`config.mk`:
```
export PLATFORM = sky130hd
export DESIGN_NAME = gpio_host
export DESIGN_NICKNAME = d
export VERILOG_FILES = /design/src/rtl/gpio_host_pkg.sv /design/src/rtl/gpio_host_sync_fifo.sv /design/src/rtl/gpio_host.sv
export SDC_FILE = /design/constraint.sdc
export NUM_CORES = 1
export LEC_CHECK = 0
export CAP_MARGIN = 30
export CELL_PAD_IN_SITES_DETAIL_PLACEMENT = 1
export CELL_PAD_IN_SITES_GLOBAL_PLACEMENT = 1
export CORE_MARGIN = 2
export CORE_UTILIZATION = 53
export CTS_BUF_LIST = sky130_fd_sc_hd__clkbuf_16
export DETAILED_ROUTE_END_ITERATION = 16
export GPL_ROUTABILITY_DRIVEN = 0
export GPL_TIMING_DRIVEN = 0
export PLACE_DENSITY_LB_ADDON = 0.1
export SYNTH_ARGS = -nofsm -noshare
export SYNTH_HDL_FRONTEND = slang
export SYNTH_SLANG_ARGS = --single-unit
```
`constraint.sdc`:
```
create_clock -name clk -period 4.83 [get_ports clk]
set_input_delay 0.483 -clock clk [delete_from_list [all_inputs] [get_ports clk]]
set_output_delay 0.483 -clock clk [all_outputs]
set_load 0.05 [all_outputs]
```
`src/rtl/gpio_host_pkg.sv`:
```
// Shared types and default constants for the GPIO host bridge.
package gpio_host_pkg;

    typedef enum logic {
        IDLE = 1'b0,
        HOLD = 1'b1
    } state_e;

    localparam int DEFAULT_FIFO_DEPTH  = 4;
    localparam int DEFAULT_HOLD_CYCLES = 8;

endpackage

```
`src/rtl/gpio_host_sync_fifo.sv`:
```
// Single-clock FIFO with occupancy count; a push into a full FIFO is accepted
// only when a pop happens on the same edge.
module sync_fifo #(
    parameter  int WIDTH = 32,
    parameter  int DEPTH = 4,
    localparam int AW    = $clog2(DEPTH)
) (
    input  logic             clk,
    input  logic             rst,
    input  logic             push,
    input  logic             pop,
    input  logic [WIDTH-1:0] wdata,
    output logic [WIDTH-1:0] rdata,
    output logic             full,
    output logic             empty,
    output logic [AW:0]      count
);

    logic [WIDTH-1:0] mem [DEPTH];
    logic [AW-1:0]    wr_ptr;
    logic [AW-1:0]    rd_ptr;
    logic             push_ok;
    logic             pop_ok;

    assign full    = (count == (AW+1)'(DEPTH));
    assign empty   = (count == '0);
    assign pop_ok  = pop && !empty;
    assign push_ok = push && (!full || pop_ok);
    assign rdata   = mem[rd_ptr];

    // Storage carries no reset; occupancy is tracked solely by count/pointers.
    always_ff @(posedge clk) begin
        if (push_ok) begin
            mem[wr_ptr] <= wdata;
        end
    end

    always_ff @(posedge clk or negedge rst) begin
        if (!rst) begin
            wr_ptr <= '0;
            rd_ptr <= '0;
            count  <= '0;
        end else begin
            if (push_ok) begin
                wr_ptr <= wr_ptr + 1'b1;
            end
            if (pop_ok) begin
                rd_ptr <= rd_ptr + 1'b1;
            end
            case ({push_ok, pop_ok})
                2'b10:   count <= count + 1'b1;
                2'b01:   count <= count - 1'b1;
                default: count <= count;
            endcase
        end
    end

endmodule

```
`src/rtl/gpio_host.sv`:
```
// Host-side GPIO bridge: queues words onto gpio_in with a minimum hold time and
// turns every change on gpio_out into an event in a drop-on-full FIFO.
module gpio_host
    import gpio_host_pkg::*;
#(
    parameter int FIFO_DEPTH  = DEFAULT_FIFO_DEPTH,
    parameter int HOLD_CYCLES = DEFAULT_HOLD_CYCLES
) (
    input  logic        clk,
    input  logic        rst,
    input  logic [31:0] in_data,
    input  logic        in_valid,
    output logic        in_ready,
    output logic [31:0] gpio_in,
    input  logic [31:0] gpio_out,
    output logic [31:0] out_data,
    output logic        out_valid,
    input  logic        out_ready,
    output logic        overflow,
    input  logic        overflow_clr,
    output state_e      dbg_state
);

    localparam int AW = $clog2(FIFO_DEPTH);
    localparam int CW = (HOLD_CYCLES > 1) ? $clog2(HOLD_CYCLES) : 1;
    localparam logic [CW-1:0] HOLD_LOAD = CW'(HOLD_CYCLES - 1);

    state_e         state, state_nx;
    logic [CW-1:0]  hold_cnt, hold_cnt_nx;
    logic [31:0]    gpio_in_nx;
    logic [31:0]    prev_out;

    logic [31:0]    in_rdata;
    logic           in_full, in_empty, in_pop;
    logic [AW:0]    in_count;
    logic           ev_full, ev_empty, ev_pop, change, drop;
    logic [AW:0]    ev_count;
    logic           unused_fifo_status;

    assign unused_fifo_status = ^{in_full, ev_count};
    assign dbg_state          = state;

    // Handshakes: a word moves on in_valid&&in_ready, an event on
    // out_valid&&out_ready, both sampled at the rising edge of clk.
    assign in_ready = (in_count < (AW+1)'(FIFO_DEPTH));

    sync_fifo #(.WIDTH(32), .DEPTH(FIFO_DEPTH)) u_in_fifo (
        .clk   (clk),
        .rst   (rst),
        .push  (in_valid && in_ready),
        .pop   (in_pop),
        .wdata (in_data),
        .rdata (in_rdata),
        .full  (in_full),
        .empty (in_empty),
        .count (in_count)
    );

    always_ff @(posedge clk or negedge rst) begin
        if (!rst) begin
            state    <= IDLE;
            hold_cnt <= '0;
            gpio_in  <= '0;
        end else begin
            state    <= state_nx;
            hold_cnt <= hold_cnt_nx;
            gpio_in  <= gpio_in_nx;
        end
    end

    always_comb begin
        state_nx    = state;
        hold_cnt_nx = hold_cnt;
        gpio_in_nx  = gpio_in;
        in_pop      = 1'b0;
        case (state)
            IDLE: begin
                if (!in_empty) begin
                    in_pop      = 1'b1;
                    gpio_in_nx  = in_rdata;
                    hold_cnt_nx = HOLD_LOAD;
                    state_nx    = HOLD;
                end
            end
            HOLD: begin
                if (hold_cnt != '0) begin
                    hold_cnt_nx = hold_cnt - 1'b1;
                end else if (!in_empty) begin
                    in_pop      = 1'b1;
                    gpio_in_nx  = in_rdata;
                    hold_cnt_nx = HOLD_LOAD;
                end else begin
                    state_nx = IDLE;
                end
            end
            default: state_nx = IDLE;
        endcase
    end

    // Change detection against the previous edge's sample; reset value 0 makes
    // the first nonzero gpio_out after reset an event.
    assign change    = (gpio_out != prev_out);
    assign out_valid = !ev_empty;
    assign ev_pop    = out_valid && out_ready;
    assign drop      = change && ev_full && !ev_pop;

    sync_fifo #(.WIDTH(32), .DEPTH(FIFO_DEPTH)) u_ev_fifo (
        .clk   (clk),
        .rst   (rst),
        .push  (change),
        .pop   (ev_pop),
        .wdata (gpio_out),
        .rdata (out_data),
        .full  (ev_full),
        .empty (ev_empty),
        .count (ev_count)
    );

    always_ff @(posedge clk or negedge rst) begin
        if (!rst) begin
            prev_out <= '0;
            overflow <= 1'b0;
        end else begin
            prev_out <= gpio_out;
            if (drop) begin
                overflow <= 1'b1;
            end else if (overflow_clr) begin
                overflow <= 1'b0;
            end
        end
    end

endmodule

```
# Word-level counts from Yosys, hierarchy flattened
# Memory sizes are Yosys's and may differ from the RTL's.
# Index checks and enable logic that the tools add are counted.
[word_totals]
register_bits = 83
ram_bits = 256
output_inout_bits = 68
wordCells = 72
memories = 2
[memory_table]
columns = ["memory", "words", "word_bits", "read_ports", "rd_ports_with_merged_regs", "wr", "line", "source"]
rows = [
  ["u_ev_fifo.mem", 4, 32, 1, 0, 1, "gpio_host_sync_fifo.sv:19", "logic [WIDTH-1:0] mem [DEPTH];"],
  ["u_in_fifo.mem", 4, 32, 1, 0, 1, "gpio_host_sync_fifo.sv:19", ""],
]
[classes]
n_addsub = 9
magnitude_cmp = 1
eq_ne = 8
mux = 19
n_bitwise = 1
reduce_logical = 21
[ops]
columns = ["operator", "count"]
rows = [
  ["32-bit two-way mux", 2],
  ["32-bit case mux with 2 select lines", 1],
  ["32-bit inequality test", 1],
  ["3-bit case mux with 2 select lines", 3],
  ["1-bit two-way mux", 9],
  ["3-bit by 1-bit subtractor with 3-bit output (second input constant)", 3],
  ["2-bit by 1-bit adder with 2-bit output (second input constant)", 4],
  ["1-bit logical AND", 8],
  ["3-bit by 1-bit adder with 3-bit output (second input constant)", 2],
  ["3-bit equality test (second input constant)", 2],
  ["3-bit logical NOT", 2],
  ["3-bit two-way mux", 2],
  ["2-bit nonzero test", 3],
  ["1-bit logical NOT", 5],
  ["2-bit by 1-bit equality test with 1-bit output (second input constant)", 2],
  ["2-bit equality test (second input constant)", 2],
  ["1-bit case mux with 2 select lines", 2],
  ["3-bit less-than comparator (second input constant)", 1],
  ["3-bit nonzero test", 1],
  ["1-bit logical OR", 2],
  ["2-bit inequality test (second input constant)", 1],
  ["1-bit inverter", 1],
]

# Depth between registers and ports, before layout
# Gate-level depths: netlist (run 1).
[depth]
depth_word = 9
mapped_depth = 11
ltp_nobuf = 11

# Hierarchy
# Synthesis (run 1) repeated with hierarchy kept, for this count alone.
[hier_totals]
cells_unflattened = 600
hier_area_um2 = 12922.4
[by_module_without_submodules]
columns = ["mod", "n_inst", "cells_per_inst", "area_each_um2", "seq_area_each_um2"]
rows = [
  ["sync_fifo (u_ev_fifo)", 1, 220, 5119.9, 4018.9],
  ["sync_fifo (u_in_fifo)", 1, 206, 5041.1, 4018.9],
  ["gpio_host", 1, 174, 2761.4, 1726.7],
]

# Worst setup path after synthesis (run 1)
# No wires, ideal clock.
[synth_path]
kind = "register -> register"
startpoint = "register state, in the netlist dbg_state"
endpoint = "register u_in_fifo.count[2]"
setup_ns = 0.139
t_arrival_ns = 2.217
required_ns = 4.691
setup_slack_ns = 2.474
stages_incl_launch_ff = 10
period_less_slack_ns = 2.356
cell_sequence = "dfrtp_1 a21boi_1 nor2_2 buf_2 ha_1 inv_1 fa_1 xor2_1 nor2_1 xnor2_1"
[synth_via]
elab_chain_cells = 7
[synth_rtl]
columns = ["item", "line", "source"]
rows = [
  ["from (decl)", "gpio_host.sv:28", "state_e state, state_nx;"],
  ["from (signal assigned)", "gpio_host.sv:65", "state <= state_nx;"],
  ["1-bit inverter", "--", ""],
  ["1-bit case mux with 2 select lines (*)", "gpio_host.sv:76", "case (state)"],
  ["1-bit logical AND (*)", "gpio_host_sync_fifo.sv:27", "assign pop_ok = pop && !empty;"],
  ["via u_in_fifo.pop_ok", "gpio_host_sync_fifo.sv:23", "logic pop_ok;"],
  ["1-bit logical OR", "gpio_host_sync_fifo.sv:28", "assign push_ok = push && (!full || pop_ok);"],
  ["1-bit logical AND", "gpio_host_sync_fifo.sv:28", ""],
  ["2-bit by 1-bit equality test with 1-bit output / 2-bit equality test (equally long branches)", "gpio_host_sync_fifo.sv:50", "case ({push_ok, pop_ok})"],
  ["3-bit case mux with 2 select lines / 2-bit nonzero test (equally long branches)", "--", ""],
  ["to (signal assigned)", "gpio_host_sync_fifo.sv:51", "2'b10: count <= count + 1'b1;"],
  ["to (signal assigned)", "gpio_host_sync_fifo.sv:52", "2'b01: count <= count - 1'b1;"],
  ["to (signal assigned)", "gpio_host_sync_fifo.sv:53", "default: count <= count;"],
  ["to (decl)", "gpio_host_sync_fifo.sv:16", "output logic [AW:0] count"],
]
# The timed path passes the listed nets; every way through them passes the cells marked *.
# A chain may end at the register's enable or synchronous reset.

# Final worst setup path (run 1)
[layout_path]
startpoint = "register u_ev_fifo.rd_ptr[1]"
endpoint = "output out_data[24]"
[layout_via]
elab_chain_cells = 1
[layout_rtl]
columns = ["item", "line", "source"]
rows = [
  ["from (decl)", "gpio_host_sync_fifo.sv:21", "logic [AW-1:0] rd_ptr;"],
  ["from (signal assigned)", "gpio_host_sync_fifo.sv:48", "rd_ptr <= rd_ptr + 1'b1;"],
  ["memory read 4 x 32 bit", "--", ""],
  ["to (decl)", "gpio_host.sv:16", "output logic [31:0] out_data,"],
]
# No other way between the ends.

==> results of run 1 <==
[where the power goes]
part / switching [mW] / internal (mW) / total (mW) / leakage [nW]
logic: 2.62 / 1.70 / 4.32 / 1.62
registers: 0.278 / 3.99 / 4.27 / 3.34
clock network: 1.06 / 1.44 / 2.50 / 0.574
total: 3.96 / 7.13 / 11.1 / 5.53
[cell usage after synthesis (2+ instances only)]
cell	instances
ha_1	12
nor4_2	2
o21ai_0	2
xor2_1	5
mux4_2	64
dfrtp_1	83
fa_1	2
clkbuf_1	6
a21oi_1	2
nand4_1	8
mux2_2	32
nor3_1	2
buf_6	4
edfxtp_1	256
nand2_1	5
nor2_1	4
buf_2	10
inv_1	17
xnor2_1	39
and2_1	9
nand2b_1	2
[flip-flops by register name, summed over array words and instances, names as in the netlist]
name	count
u_ev_fifo.mem	128
u_in_fifo.mem	128
u_ev_fifo.count	3
u_in_fifo.count	3
gpio_in	32
u_in_fifo.rd_ptr	2
u_in_fifo.wr_ptr	2
u_ev_fifo.rd_ptr	2
hold_cnt	3
dbg_state	1
prev_out	32
u_ev_fifo.wr_ptr	2
overflow	1
[through the flow]
stage | cells | area, um^2 | setup WS (ps) | util
after floorplan | 577 | 12600 | 2470 | -
after global placement | 1032 | 14400 | -319 | 0.615
after detailed placement | 1041 | 14600 | 1350 | 0.623
after CTS | 1107 | 15700 | 1280 | 0.670
after global routing | 1107 | 15700 | 1190 | 0.670
final | 1107 | 15700 | 1360 | 0.670
[cell type report]
type | count | area, um^2
plain buffers | 20 | 118
clock buffers | 37 | 926
clock inverters | 28 | 151
fillers | 1938 | 7730
inverters | 17 | 63.8
multi-input cells | 201 | 2700
flip-flops and latches | 339 | 9760
well taps | 319 | 399
repair buffers | 146 | 1560
[final timing paths]
check,end
max,out_data[24]
min,gpio_in[21]
max reg2reg,u_ev_fifo.count[2]
min reg2reg,hold_cnt[0]
max in group asynchronous,u_ev_fifo.count[0]
min in group clk,hold_cnt[0]
[cell families after synthesis]
family,after synthesis,share of synthesized area
simple gates,36,0.0175
compound gates,9,0.00485
mux,98,0.145
fa+ha+maj,14,0.0151
flops,339,0.773
buf+inv,37,0.0144
xor+xnor,44,0.0305
[what timing repair did]
item	4_1_cts	5_1_grt
hold buffers	1	0
endpoints found under the setup margin	0	0
setup buffers	0	0
endpoints found under the hold margin	23	0
[per-layer routing]
layer	vias up	global-route usage	part of all wire
li1	2635	-	-
met1	3161	0.271	0.39
met2	154	0.393	0.53
met3	34	0.0476	0.056
met4	0	0.0579	0.019
met5	-	0	0
==> metrics.md, run 1 <==
| Metric | Value |
|---|---|
| Fin. max-slew vios | 0 |
| Leakage | 5.53 nW |
| Post-synthesis cell type count | 32 |
| Starting density of the core | 0.540 |
| Clock-pin slew on the worst setup and hold paths | 60 ps |
| Layout net count | 844 |
| Critical path data required time | 4350 ps |
| Synth top area cells | edfxtp_1 61%, dfrtp_1 16%, mux4_2 11% |
| TritonCTS clock tree | built |
| I/O Pins | 137 |
| Crit end category | output pin |
| Port Buffers | 136 |
| Crit share post-route | 0.718 |
| Max-Cap Viols | 0 |
| Routed WL | 25900 um |
| Final worst clock skew | 20.3 ps |
| Rel. slew slack | 0.474 |
| EDFF count, synth | 256 |
| Crit Path Max Fanout | 10 |
| WP data arrival | 2990 ps |
| Final hold slack | 454 ps |
| Crit path from | u_ev_fifo.rd_ptr[1] |
| Most common cell after layout, fill and taps aside | edfxtp_1 |
| Outcome | completed |
| # resized after CTS | 0 |
| CTS sink count | 339 |
| Mapped Nets | 660 |
| Vias | 5984 |
| Yosys top cell area share | 0.609 |
| Critical path depth | 4 |
| CP Cell Sequence | clkbuf_1, clkbuf_1, mux4_2, clkdlybuf4s50_1 |
| Share of layout cells above drive strength 1 | 0.228 |
| Synth async-reset ratio | 0.245 |
| Crit path top cell by count | clkbuf_1 |
| Count of final hold-check violations | 0 |
| Die height | 158 um |
| R2R depth | 11 |
| Die W | 158 um |
| Number of global-route vias before repair | 6895 |
| Drt wl/cell | 23.4 um |
| Area growth syn-to-layout | 24.1% |
| Synth area leader | edfxtp_1 |
| Slowest cell on the critical path | clkdlybuf4s50_1 |
| Worst setup SP type | flop |
| Clock root buffer | clkbuf_16 |
| Core area | 23400 um^2 |
| Pwr Density | 708 nW/um^2 |
| Post-Synthesis Cell Area | 12600 um^2 |
| Total power draw | 11.1 mW |
| R2r startpoint | prev_out[28] |
| Fmax | 288 MHz |
| Post-route DRC | 0 |
| Post-route setup TNS | 0 ps |
| Remaining global-route overflow | 0 |
| All-Layer GR Usage | 0.219 |
| Clock latency on the worst-skew pair | 510 ps |
| Largest net degree at the start of global routing | 61 |
| CP Class | reg -> out |
| Commonest cells after routing, fill and taps aside | 256 x edfxtp_1, 135 x clkdlybuf4s50_1, 83 x dfrtp_1 |
| R2R Setup Slk | 2040 ps |
| First drt pass iteration count | 6 |
| Crit path buf inv count | 3 |
| Synthesis warning total | 0 |
| Post-synthesis area per instance | 21.9 um^2 |
| Initial drt markers | 246 |
| Die area | 25100 um^2 |
| VDD IR max | 447 uV |
| CTS H-Tree Depth | 2 |
| Minimum clock period | 3470 ps |
| Avg Vias per Cell | 5.41 |
| Antenna diode count | 0 |
| Post-detail-place hpwl | 16900 um |
| Hold Path Class | in -> async |
| RSZ-0062 raised after global routing | no |
| Num CTS Buffers | 36 |
| Synth Flop Type | edfxtp_1 |
| Initial antenna violation count | 0 |
| Tightest Pin Transition | 789 ps |
| # rows | 56 |
| Sequential area share after synthesis | 0.773 |
| Crit path max-delay family | buffers and inverters |
| Synth Register Bits | 339 |
| Max Root-Sink Buffers | 3 |
| CP peak stage delay | 860 ps |
| First-pass GRT wire length | 40200 um |
| Synth Instances | 577 |
| Final ANT Viol Nets | 0 |
| # setup viols final | 0 |
No activity file was read; power rests on OpenSTA's default activity.
==> inputs of run 2 (changes only) <==
--- a/config.mk
+++ b/config.mk
@@ -9,7 +9,7 @@
 export CELL_PAD_IN_SITES_DETAIL_PLACEMENT = 1
 export CELL_PAD_IN_SITES_GLOBAL_PLACEMENT = 1
 export CORE_MARGIN = 2
-export CORE_UTILIZATION = 53
+export CORE_UTILIZATION = 49
 export CTS_BUF_LIST = sky130_fd_sc_hd__clkbuf_16
 export DETAILED_ROUTE_END_ITERATION = 16
 export GPL_ROUTABILITY_DRIVEN = 0
==> constraint.sdc (replaced) <==
create_clock -name clk -period 3.4 [get_ports clk]
set_input_delay 0.34 -clock clk [delete_from_list [all_inputs] [get_ports clk]]
set_output_delay 0.34 -clock clk [all_outputs]
set_load 0.05 [all_outputs]
==> metrics.md, run 2 (synthesized netlist as in run 1, its figures left out) <==
| Metric | Value |
|---|---|
| Outcome | completed (unchanged) |
| Antenna diode count | 0 (unchanged) |
| Die height | 165 um (was 158 um) |
| Most common cell after layout, fill and taps aside | edfxtp_1 (unchanged) |
| Commonest cells after routing, fill and taps aside | 256 x edfxtp_1, 135 x clkdlybuf4s50_1, 83 x dfrtp_1 (unchanged) |
| Initial drt markers | 347 (was 246) |
| First drt pass iteration count | 4 (was 6) |
| CP Class | reg -> out (unchanged) |
| Drt wl/cell | 23.5 um (was 23.4 um) |
| Number of global-route vias before repair | 7004 (was 6895) |
| Area growth syn-to-layout | 25.0% (was 24.1%) |
| Final hold slack | 415 ps (was 454 ps) |
| CTS H-Tree Depth | 2 (unchanged) |
| Post-route setup TNS | 0 ps (unchanged) |
| Rel. slew slack | 0.519 (was 0.474) |
| Post-detail-place hpwl | 17200 um (was 16900 um) |
| Clock root buffer | clkbuf_16 (unchanged) |
| Max Root-Sink Buffers | 3 (unchanged) |
| Hold Path Class | in -> async (unchanged) |
| Max-Cap Viols | 0 (unchanged) |
| Die area | 27100 um^2 (was 25100 um^2) |
| R2R depth | 11 (unchanged) |
| Remaining global-route overflow | 0 (unchanged) |
| Share of layout cells above drive strength 1 | 0.226 (was 0.228) |
| Leakage | 5.61 nW (was 5.53 nW) |
| Count of final hold-check violations | 0 (unchanged) |
| Pwr Density | 1010 nW/um^2 (was 708 nW/um^2) |
| Final ANT Viol Nets | 0 (unchanged) |
| Worst setup SP type | flop (unchanged) |
| Vias | 5995 (was 5984) |
| CTS sink count | 339 (unchanged) |
| Power Internal | 10.3 mW (was 7.13 mW) |
| Clock power share | 0.233 (was 0.225) |
| Sequential power share | 0.379 (was 0.385) |
| RSZ-0062 raised after global routing | no (unchanged) |
| Tightest Pin Transition | 722 ps (was 789 ps) |
| Util after Layout | 0.625 (was 0.670) |
| Die W | 165 um (was 158 um) |
| # setup viols final | 0 (unchanged) |
| Crit end category | output pin (unchanged) |
| Top flop regs | u_ev_fifo.mem (128), u_in_fifo.mem (128) (unchanged) |
| Fin. max-slew vios | 0 (unchanged) |
| Core area | 25300 um^2 (was 23400 um^2) |
| Layout net count | 845 (was 844) |
| VDD IR max | 685 uV (was 447 uV) |
| All-Layer GR Usage | 0.207 (was 0.219) |
| Routed WL | 26400 um (was 25900 um) |
| TritonCTS clock tree | built (unchanged) |
| Starting density of the core | 0.500 (was 0.540) |
| Fmax | 308 MHz |
| First-pass GRT wire length | 41200 um (was 40200 um) |
| Sw frac | 0.352 (was 0.357) |
| Num CTS Buffers | 37 (was 36) |
| Crit Path Max Fanout | 10 (unchanged) |
| Minimum clock period | 3250 ps |
| Clock-pin slew on the worst setup and hold paths | 60 ps (about the same) |
| Initial antenna violation count | 1 (was 0) |
| Switch Pwr | 5.63 mW (was 3.96 mW) |
| Crit share post-route | 0.956 |
| Critical path data required time | 3060 ps (was 4350 ps) |
| Combinational Power Share | 0.388 (was 0.389) |
| Post-route DRC | 0 (unchanged) |
| Clock latency on the worst-skew pair | 520 ps (was 510 ps) |
| Avg Vias per Cell | 5.35 (was 5.41) |
| Final worst clock skew | 17.2 ps (was 20.3 ps) |
| # Post-CTS Setup Buffers | 0 (unchanged) |
| Largest net degree at the start of global routing | 43 (was 61) |
| I/O Pins | 137 (unchanged) |
| Port Buffers | 136 (unchanged) |
| WP data arrival | 2910 ps (was 2990 ps) |
| # rows | 58 (was 56) |
-- run 2: cell types whose count changed in the layout (fill, tap and decap cells not counted), sizes merged --
cell | before | now
clkbuf | 43 | 45
bufinv | 1 | 2
inv | 31 | 38
clkinv | 12 | 6
clkinvlp | 1 | 0
-- run 2: worst paths after layout --
| kind | startpoint | to | slack [ps] |
|---|---|---|---|
| max | u_ev_fifo.rd_ptr[1] | out_data[17] | 150 |
| min | rst | prev_out[27] | 420 |
| max reg2reg | hold_cnt[0] | u_in_fifo.count[2] | 650 |
| min reg2reg | u_ev_fifo.count[2] | u_ev_fifo.count[2] | 490 |
| max in group asynchronous | rst | gpio_in[3] | 2300 |
| min in group clk | gpio_out[5] | prev_out[5] | 420 |
-- run 2: metal layers --
layer,global-route usage,share of wire,up-vias
li1,-,-,2648
met1,0.252,0.38,3151
met2,0.378,0.55,163
met3,0.0434,0.056,33
met4,0.0549,0.015,0
met5,0,0,-
-- run 2: area by class of cell --
cell class,count,area [um^2]
flip-flops and latches,339,9760
fillers,2116,9470
multi-input cells,201,2700
repair buffers,146,1590
clock buffers,39,976
well taps,330,413
clock inverters,29,170
plain buffers,20,118
inverters,17,63.8
-- run 2: stage by stage --
stage	std cells	area, um^2	total power, mW	setup WS (ps)
after CTS	1121	15800	16.2	65.0
final	1121	15800	16.0	150
after detailed placement	1052	14600	12.4	113
after global placement	1043	14400	12.0	-1780
after floorplan	577	12600	10.2	1040
after global routing	1121	15800	16.7	10.6
-- run 2: power by group through the flow --
stage                     clock network, mW  logic, mW  registers (mW)
after floorplan                           0       3.47            6.71
after global placement                    0       5.92            6.09
after detailed placement                  0       6.28            6.14
after CTS                              3.82       6.33            6.08
after global routing                   3.95       6.58            6.17
final                                  3.72       6.19            6.06
-- run 2: repair_timing --
action	CTS	global route
resized for setup	0	0
hold buffers	1	0
endpoints found under the hold margin	41	0
-- run 2: worst max-delay path, stage by stage (launching register included) --
cell and delay [ps]:
dfrtp_1 320, clkbuf_1 300, clkbuf_1 600, mux4_2 380, clkdlybuf4s50_1 810
==> inputs of run 3 (changes only) <==
--- a/config.mk
+++ b/config.mk
@@ -5,7 +5,7 @@
 export SDC_FILE = /design/constraint.sdc
 export NUM_CORES = 1
 export LEC_CHECK = 0
-export CAP_MARGIN = 30
+export CAP_MARGIN = 40
 export CELL_PAD_IN_SITES_DETAIL_PLACEMENT = 1
 export CELL_PAD_IN_SITES_GLOBAL_PLACEMENT = 1
 export CORE_MARGIN = 2
==> metrics.md, run 3 (synthesized netlist as in run 1, its figures left out) <==
| Metric | Value |
|---|---|
| Tightest Pin Transition | 722 ps (unchanged) |
| CTS Hold Bufs | 1 (unchanged) |
| Starting density of the core | 0.500 (unchanged) |
| Port Buffers | 136 (unchanged) |
| Crit Path Max Fanout | 10 (unchanged) |
| Die height | 165 um (unchanged) |
| CP peak stage delay | 810 ps (about the same) |
| Critical path depth | 4 (unchanged) |
| Count of final hold-check violations | 0 (unchanged) |
| Vias | 5995 (unchanged) |
| Crit path buf inv count | 3 (unchanged) |
| Commonest cells after routing, fill and taps aside | 256 x edfxtp_1, 135 x clkdlybuf4s50_1, 83 x dfrtp_1 (unchanged) |
| Hold Path Class | in -> async (unchanged) |
| Remaining global-route overflow | 0 (unchanged) |
| Num CTS Buffers | 37 (unchanged) |
| Clock latency on the worst-skew pair | 520 ps (about the same) |
| Worst setup SP type | flop (unchanged) |
| Post-route DRC | 0 (unchanged) |
| # Post-CTS Setup Buffers | 0 (unchanged) |
| CP Class | reg -> out (unchanged) |
| Max-Cap Viols | 0 (unchanged) |
| Routed WL | 26400 um (unchanged) |
| CTS sink count | 339 (unchanged) |
| All-Layer GR Usage | 0.207 (unchanged) |
| Placed cell count | 1052 (unchanged) |
| WP data arrival | 2910 ps (about the same) |
| Drt wl/cell | 23.5 um (unchanged) |
| Post-detail-place hpwl | 17200 um (unchanged) |
| Initial drt markers | 347 (unchanged) |
| Post-route setup TNS | 0 ps (unchanged) |
| Leakage | 5.61 nW (unchanged) |
| RSZ-0062 raised after global routing | no (unchanged) |
| R2R depth | 11 (unchanged) |
| Avg Vias per Cell | 5.35 (unchanged) |
| Crit path max-delay family | buffers and inverters (unchanged) |
| VDD IR max | 685 uV (unchanged) |
| Most common cell after layout, fill and taps aside | edfxtp_1 (unchanged) |
| CP Cell Sequence | clkbuf_1, clkbuf_1, mux4_2, clkdlybuf4s50_1 (unchanged) |
| TritonCTS clock tree | built (unchanged) |
| Fin. max-slew vios | 0 (unchanged) |
| Largest net degree at the start of global routing | 43 (unchanged) |
| Area growth syn-to-layout | 25.0% (unchanged) |
| Fillers | 2116 (unchanged) |
| Clock-pin slew on the worst setup and hold paths | 60 ps (about the same) |
| Share of layout cells above drive strength 1 | 0.226 (unchanged) |
| Top flop regs | u_ev_fifo.mem (128), u_in_fifo.mem (128) (unchanged) |
| Max Root-Sink Buffers | 3 (unchanged) |
| Seq. cell area | 9760 um^2 (unchanged) |
| Minimum clock period | 3250 ps (unchanged) |
| Crit share post-route | 0.956 (unchanged) |
| Clock root buffer | clkbuf_16 (unchanged) |
| First drt pass iteration count | 4 (unchanged) |
| Initial antenna violation count | 1 (unchanged) |
| Rel. slew slack | 0.519 (unchanged) |
| Critical path data required time | 3060 ps (about the same) |
| Slowest cell on the critical path | clkdlybuf4s50_1 (unchanged) |
| # setup viols final | 0 (unchanged) |
| Multi-input gate area | 2700 um^2 (unchanged) |
| Fmax | 308 MHz (unchanged) |
| Antenna diode count | 0 (unchanged) |
| CTS H-Tree Depth | 2 (unchanged) |
| Finished Layout Cells | 1121 (unchanged) |
| Crit end category | output pin (unchanged) |
| Outcome | completed (unchanged) |
| Final worst clock skew | 17.2 ps (unchanged) |
| Pwr Density | 1010 nW/um^2 (unchanged) |
| Number of global-route vias before repair | 7004 (unchanged) |
| Die W | 165 um (unchanged) |
| # resized after CTS | 0 (unchanged) |
| # rows | 58 (unchanged) |
| First-pass GRT wire length | 41200 um (unchanged) |
| Core area | 25300 um^2 (unchanged) |
| Layout net count | 845 (unchanged) |
| Final ANT Viol Nets | 0 (unchanged) |
| I/O Pins | 137 (unchanged) |
| Crit path top cell by count | clkbuf_1 (unchanged) |
| Die area | 27100 um^2 (unchanged) |
run 3: power by group:
| part | leakage, nW | internal [mW] | switching [mW] |
|---|---|---|---|
| Clock | 0.636 | 2.21 | 1.51 |
| Combinational | 1.63 | 2.46 | 3.73 |
| Sequential | 3.34 | 5.67 | 0.385 |
run 3: worst paths after layout:
path / slack, ps / to / from
hold reg to reg: 490 / u_ev_fifo.count[2] / u_ev_fifo.count[2]
hold / removal: 420 / prev_out[27] / rst
max in group asynchronous: 2300 / gpio_in[3] / rst
setup / recovery: 150 / out_data[17] / u_ev_fifo.rd_ptr[1]
setup reg to reg: 650 / u_in_fifo.count[2] / hold_cnt[0]
min in group clk: 420 / prev_out[5] / gpio_out[5]
run 3: cell type report:
cell class / instances / area share
well taps: 330 / 0.0262
plain buffers: 20 / 0.00745
clock buffers: 39 / 0.0618
inverters: 17 / 0.00404
flip-flops and latches: 339 / 0.619
multi-input cells: 201 / 0.171
clock inverters: 29 / 0.0108
repair buffers: 146 / 0.100
run 3: metal layers:
metal  global-route usage  up-vias  share of wire
met4               0.0549        0          0.015
met1                0.252     3151           0.38
li1                     -     2648              -
met3               0.0434       33          0.056
met5                    0        -              0
met2                0.378      163           0.55
run 3: per-stage QoR:
stage | area [um^2] | utilization | power [mW] | setup slack, ps | hold slack, ps
floorplan | 12600 | - | 10.2 | 1040 | 44.4
global placement | 14400 | 0.570 | 12.0 | -1780 | 450
CTS | 15800 | 0.625 | 16.2 | 65.0 | 408
global route | 15800 | 0.625 | 16.7 | 10.6 | 440
detailed placement | 14600 | 0.579 | 12.4 | 113 | 412
finish | 15800 | 0.625 | 16.0 | 150 | 415
